==> config.mk <==
export PLATFORM = sky130hd
export DESIGN_NAME = rs_issue_scheduler
export DESIGN_NICKNAME = d
export VERILOG_FILES = /design/src/rtl/rs_issue_scheduler.sv
export SDC_FILE = /design/constraint.sdc
export NUM_CORES = 1
export LEC_CHECK = 0
export ABC_AREA = 1
export BUFFER_PORTS_ARGS = -buffer_cell sky130_fd_sc_hd__buf_4
export CAP_MARGIN = 5
export CORE_MARGIN = 5
export CORE_UTILIZATION = 30
export DETAILED_ROUTE_END_ITERATION = 16
export GPL_ROUTABILITY_DRIVEN = 1
export GPL_TIMING_DRIVEN = 0
export PLACE_DENSITY = 0.64
export SLEW_MARGIN = 20
export SYNTH_ARGS = -nofsm -noshare
export SYNTH_HDL_FRONTEND = slang
export SYNTH_SLANG_ARGS = --single-unit
==> constraint.sdc <==
create_clock -name clock -period 2.31 [get_ports clock]
set_input_delay 0.1155 -clock clock [delete_from_list [all_inputs] [get_ports clock]]
set_output_delay 0.1155 -clock clock [all_outputs]
set_load 0.01 [all_outputs]
==> src/rtl/rs_issue_scheduler.sv <==
// Reservation-station scheduler: allocates free RS entries, issues ready ones round-robin
// to a pipelined ALU, and frees each entry once its result is granted onto the CDB.
`ifndef ROB_TAG_BITS
`define ROB_TAG_BITS 4
`endif

module rs_issue_scheduler #(
  parameter int NUM_RS   = 4,
  parameter int FU_LAT   = 2,
  parameter int TAG_BITS = `ROB_TAG_BITS
) (
  input  logic                         clock,
  input  logic                         reset,
  input  logic                         dispatch_valid,
  input  logic [NUM_RS-1:0]            rs_avail_in,
  input  logic [NUM_RS-1:0]            rs_ready_in,
  input  logic [NUM_RS*TAG_BITS-1:0]   rs_tag_in,
  input  logic                         cdb_gnt,
  input  logic                         rob_clear,
  output logic [NUM_RS-1:0]            rs_load_out,
  output logic                         dispatch_stall,
  output logic [NUM_RS-1:0]            rs_use_enable_out,
  output logic                         issue_valid,
  output logic [$clog2(NUM_RS)-1:0]    issue_idx,
  output logic [TAG_BITS-1:0]          issue_tag,
  output logic                         cdb_req,
  output logic [TAG_BITS-1:0]          cdb_tag,
  output logic [NUM_RS-1:0]            rs_free_out
);

  localparam int IDX_W = $clog2(NUM_RS);
  localparam int LAST  = FU_LAT - 1;

  logic [NUM_RS-1:0]   issued_q, issued_d;
  logic [IDX_W-1:0]    rr_ptr_q, rr_ptr_d;
  logic [FU_LAT-1:0]   s_vld_q, s_vld_d;
  logic [IDX_W-1:0]    s_idx_q [FU_LAT];
  logic [IDX_W-1:0]    s_idx_d [FU_LAT];
  logic [TAG_BITS-1:0] s_tag_q [FU_LAT];
  logic [TAG_BITS-1:0] s_tag_d [FU_LAT];
  logic [NUM_RS-1:0]   rs_free_q, rs_free_d;

  logic [NUM_RS-1:0]   alloc_cand, iss_cand;
  logic                alloc_found, iss_found, stall, issue_fire, complete;
  logic [IDX_W-1:0]    alloc_idx, iss_idx, rr_next;
  logic [TAG_BITS-1:0] iss_tag;

  function automatic logic [NUM_RS-1:0] onehot(input logic [IDX_W-1:0] idx);
    onehot      = '0;
    onehot[idx] = 1'b1;
  endfunction

  assign alloc_cand = rs_avail_in & ~issued_q;
  assign iss_cand   = rs_ready_in & ~rs_avail_in & ~issued_q;
  assign stall      = s_vld_q[LAST] && !cdb_gnt;
  assign issue_fire = reset && !stall && !rob_clear && iss_found;
  assign complete   = s_vld_q[LAST] && cdb_gnt && !rob_clear;
  assign iss_tag    = rs_tag_in[int'(iss_idx)*TAG_BITS +: TAG_BITS];
  assign rr_next    = (iss_idx == IDX_W'(NUM_RS - 1)) ? '0 : iss_idx + 1'b1;

  // Lowest-index free entry for allocation
  always_comb begin
    alloc_found = 1'b0;
    alloc_idx   = '0;
    for (int i = NUM_RS - 1; i >= 0; i--) begin
      if (alloc_cand[i]) begin
        alloc_found = 1'b1;
        alloc_idx   = IDX_W'(i);
      end
    end
  end

  // Round-robin search from rr_ptr; modulo done by subtraction so any NUM_RS works
  always_comb begin
    int j;
    j         = 0;
    iss_found = 1'b0;
    iss_idx   = '0;
    for (int k = NUM_RS - 1; k >= 0; k--) begin
      j = int'(rr_ptr_q) + k;
      if (j >= NUM_RS) j = j - NUM_RS;
      if (iss_cand[j]) begin
        iss_found = 1'b1;
        iss_idx   = IDX_W'(j);
      end
    end
  end

  always_comb begin
    rs_load_out       = (reset && dispatch_valid && !rob_clear && alloc_found) ? onehot(alloc_idx) : '0;
    dispatch_stall    = reset && dispatch_valid && !alloc_found;
    issue_valid       = issue_fire;
    issue_idx         = issue_fire ? iss_idx : '0;
    issue_tag         = issue_fire ? iss_tag : '0;
    rs_use_enable_out = issue_fire ? onehot(iss_idx) : '0;
    cdb_req           = reset && !rob_clear && s_vld_q[LAST];
    cdb_tag           = reset ? s_tag_q[LAST] : '0;
    rs_free_out       = reset ? rs_free_q : '0;
  end

  always_comb begin
    issued_d  = issued_q;
    rr_ptr_d  = rr_ptr_q;
    s_vld_d   = s_vld_q;
    s_idx_d   = s_idx_q;
    s_tag_d   = s_tag_q;
    rs_free_d = '0;
    if (rob_clear) begin
      s_vld_d   = '0;
      issued_d  = '0;
      rr_ptr_d  = '0;
      rs_free_d = '1;
    end else begin
      if (complete) begin
        rs_free_d                 = onehot(s_idx_q[LAST]);
        issued_d[s_idx_q[LAST]]   = 1'b0;
      end
      if (issue_fire) begin
        issued_d[iss_idx] = 1'b1;
        rr_ptr_d          = rr_next;
      end
      // ALU pipeline advances only when the last stage is not blocked on the CDB
      if (!stall) begin
        for (int k = 1; k < FU_LAT; k++) begin
          s_vld_d[k] = s_vld_q[k-1];
          s_idx_d[k] = s_idx_q[k-1];
          s_tag_d[k] = s_tag_q[k-1];
        end
        s_vld_d[0] = issue_fire;
        s_idx_d[0] = iss_idx;
        s_tag_d[0] = iss_tag;
      end
    end
  end

  always_ff @(posedge clock) begin
    if (!reset) begin
      issued_q  <= '0;
      rr_ptr_q  <= '0;
      s_vld_q   <= '0;
      rs_free_q <= '0;
      for (int k = 0; k < FU_LAT; k++) begin
        s_idx_q[k] <= '0;
        s_tag_q[k] <= '0;
      end
    end else begin
      issued_q  <= issued_d;
      rr_ptr_q  <= rr_ptr_d;
      s_vld_q   <= s_vld_d;
      rs_free_q <= rs_free_d;
      for (int k = 0; k < FU_LAT; k++) begin
        s_idx_q[k] <= s_idx_d[k];
        s_tag_q[k] <= s_tag_d[k];
      end
    end
  end

endmodule

==> results by group <==
Power and ir drop
  • VDD IR max: 0.000213 V
  • Power per cell area: 579 nW/um^2
  • LEAKAGE: 1.30 nW

STA
  • Setup violators final: 0
  • Worst Tran Pin Value: 445 ps
  • Pins Over Slew Limit: 0
  • Final Worst Setup Slack: 125 ps
  • Crit share post-route: 94.6%
  • Max-slew headroom: 70.3%
  • Setup_tns: 0 ps
  • Fmax: 458 MHz
  • Fin Clk Skew: 4.30 ps
  • Fin. Hold Viols: 0
  • Final Critical Period: 2190 ps

Logic synthesis
  • Top post-synthesis cells by area: dfxtp_1, inv_1, nand3_1, nand2_1, nor2_1
  • Flops & latches, synth: 24
  • Post-synth top area cell: dfxtp_1
  • Multiplexer share of the synthesized area: 0%
  • Top-area cell type share of the netlist area: 29.6%
  • Post-Synth Simple-Gate Area: 38.3%
  • Compound-Gate Fraction of Synth Area: 10.9%
  • Yosys warning count: 0
  • Post-synthesis sequential area ratio: 29.6%
  • XOR/XNOR Fraction of Synth Area: 1.54%
  • Post-Synth Adder-Cell Area: 3.08%
  • Post-synthesis cell type count: 28
  • Gate Count Post-Synth: 253
  • Syn_nets: 286
  • Post-Syn Area: 1630 sq um
  • Largest family of logic cells by synthesized area: simple AND/OR/NAND/NOR gates
  • Syn Area/Cell: 6.42 sq um

Placement
  • Placed Cells: 376
  • IO Port Bufs: 53
  • Post-Place Cell Area: 2110 sq um
  • Place WS: 346 ps
  • Global placement routability congestion: 0.851
  • HPWL after DPL: 3320 um

Routing
  • First-pass DRT Iterations: 4
  • # DRC: 0
  • Post-route ant nets: 0
  • Initial DRC count: 72
  • Vias/cell: 4.35
  • WL/cell: 11.0 um
  • Vias: 1680
  • Post-Route WL: 4230 um

CTS
  • Clock Tree Root: clkbuf_8
  • # hold bufs at CTS: 0
  • CTS max path bufs: 2
  • H-tree lvl count: 1
  • # clock sinks: 24
  • Worst-Skew Late Latency: 260 ps
  • CTS tree: built
  • Num CTS Buffers: 3
  • Clk slew on worst S/H paths: 80 ps

Worst setup path
  • Flop2flop setup slack: 360 ps
  • Family with the most delay on the worst path: simple AND/OR/NAND/NOR gates
  • Reg2reg end: rr_ptr_q[1]
  • Crit-path cells: inv_1 -> nand3_1 -> nand2_2 -> nand3_1 -> nand2_2 -> nand2_4 -> nand2_4 -> nand2_8 -> nand2_8 -> buf_4 -> ha_1 -> nand2_1 -> inv_1 -> buf_4
  • Critical path peak fanout: 10
  • Crit path largest cell delay: 350 ps
  • Worst EP required: 2190 ps
  • Crit path kind: register to output pin
  • R2r worst-path depth: 13
  • Startpoint class of the critical path: register
  • CP max-delay cell: dfxtp_2
  • Worst Setup End Kind: output pin
  • WP buf/inv: 4
  • CP arrival: 2070 ps
  • FF-to-FF Start: issued_q[3]

Global route
  • Antenna violations before repair: 0
  • GRT overflow: 0
  • Total GRT Usage: 11.9%
  • First-pass GRT wire length: 7010 um
  • Largest net degree at the start of global routing: 14
  • Number of global-route vias before repair: 1595

Finish
  • Most frequent cells in the layout: inv_1, buf_4, nand2_1
  • Synthesis-to-layout area growth: 40.0%
  • Ant. Diodes: 0
  • Share of layout cells above drive strength 1: 34.5%
  • Final Instance Count excl. Fillers: 386
  • Finished layout cell area: 2270 sq um
  • NumNets Final: 350
  • Fillers: 553
  • Fin util: 44.0%
  • Leading cell type in the layout, fill and taps excluded: inv_1

Floorplan
  • Starting density of the core: 31.4%
  • CORE AREA: 5170 sq um
  • Die Ht: 83.6 um
  • FP Rows: 26
  • Total Die Area: 6990 sq um
  • DIE WIDTH: 83.6 um
  • # IOs: 54

Worst hold path
  • Hold Path End: rs_free_q[2]
  • Worst hold path startpoint: rob_clear
  • Hold Path Depth: 3
  • Hold Path Class: primary input to register

Status
  • Status: finished, final reports clean

Run
  • Max Cap Viol: 0
## worst max-delay path by stage
stage | cells after the start | from | slack, ps | to
CTS | 13 | issued_q[1] | 50 | rs_use_enable_out[2]
detailed placement | 13 | issued_q[1] | 350 | rs_use_enable_out[2]
floorplan | 12 | rr_ptr_q[0] | 580 | rr_ptr_q[1]
global placement | 13 | issued_q[1] | 360 | rs_use_enable_out[2]
finish | 14 | issued_q[3] | 120 | rs_use_enable_out[3]
global route | 15 | issued_q[1] | -10 | rs_use_enable_out[3]
## synthesized netlist by cell type
cell type and number:
inv_1 60, nand2_2 10, a21oi_1 15, xor2_2 1, o211ai_1 1, o22ai_1 5
nand2_4 2, nand3_1 31, clkbuf_1 1, buf_6 1, nor2_2 2, nand3b_1 2
xnor2_1 1, dfxtp_1 24, nand3_2 2, nor3_1 3, clkbuf_4 1, ha_1 4
nand2_1 39, nand2_8 2, o21ai_0 9, nand3_4 1, nor2_1 24, a211oi_1 1
nor4_1 1, inv_2 6, a21boi_2 1, or2_2 3
## what timing repair did
action,CTS,global route
resized for setup,0,16
endpoints found under the setup margin,0,8
setup buffers,0,4
hold endpoints to repair,0,0
## logic make-up (layout without fill, tap and decap cells)
family                     after synthesis  count (layout)
buffers and inverters                   69             130
xor gates and xnor gates                 2               2
and+or+nand+nor                        122             124
AOI/OAI and AO/OA                       32              32
DFF                                     24              24
adders and majority gates                4               4
## routing by layer
metal | GRT usage (%) | vias up | wire length [um]
li1 | - | 906 | -
met3 | 4.54 | 4 | 335
met4 | 2.34 | 0 | 22
met1 | 15.5 | 712 | 2050
met5 | 0 | - | 0
met2 | 18.7 | 58 | 1820
## worst reg2reg max path, delay by kind of cell (launching register included)
kind            cells  cell delay, ps
fa+ha+maj           1             270
simple gates        8             820
buf+inv             2             190
compound gates      2             210
flops               1             350
## sequential cells by signal, indices dropped and copies added, names as in the netlist
| name | cells |
|---|---|
| issued_q | 4 |
| rr_ptr_q | 2 |
| s_tag_q | 8 |
| rs_free_q | 4 |
| s_idx_q | 4 |
| s_vld_q | 2 |
## report_power, final
| part | total, mW | switching, mW | leakage [nW] | internal (mW) |
|---|---|---|---|---|
| clock | 0.281 | 0.129 | 0.0288 | 0.152 |
| sequential | 0.465 | 0.0165 | 0.199 | 0.449 |
| combinational | 0.572 | 0.336 | 1.08 | 0.235 |
| total | 1.32 | 0.482 | 1.30 | 0.836 |
## layout make-up
type / instances / area (sq um) / area share (%)
sequential: 24 / 483 / 21.2
buffer: 3 / 22.5 / 0.990
multi-input combinational: 162 / 948 / 41.7
clock buffer: 4 / 55.1 / 2.42
inverter: 66 / 250 / 11.0
tap: 70 / 87.6 / 3.85
timing repair buffer: 57 / 428 / 18.8
## per-stage QoR
stage          total power, mW  hold WS [ps]
5_1_grt                   1.42           134
3_3_place_gp             0.977           398
3_5_place_dp             0.985           399
6_report                  1.32           126
2_1_floorplan            0.831           251
4_1_cts                   1.26           122
No activity file was read; power rests on OpenSTA's default activity.
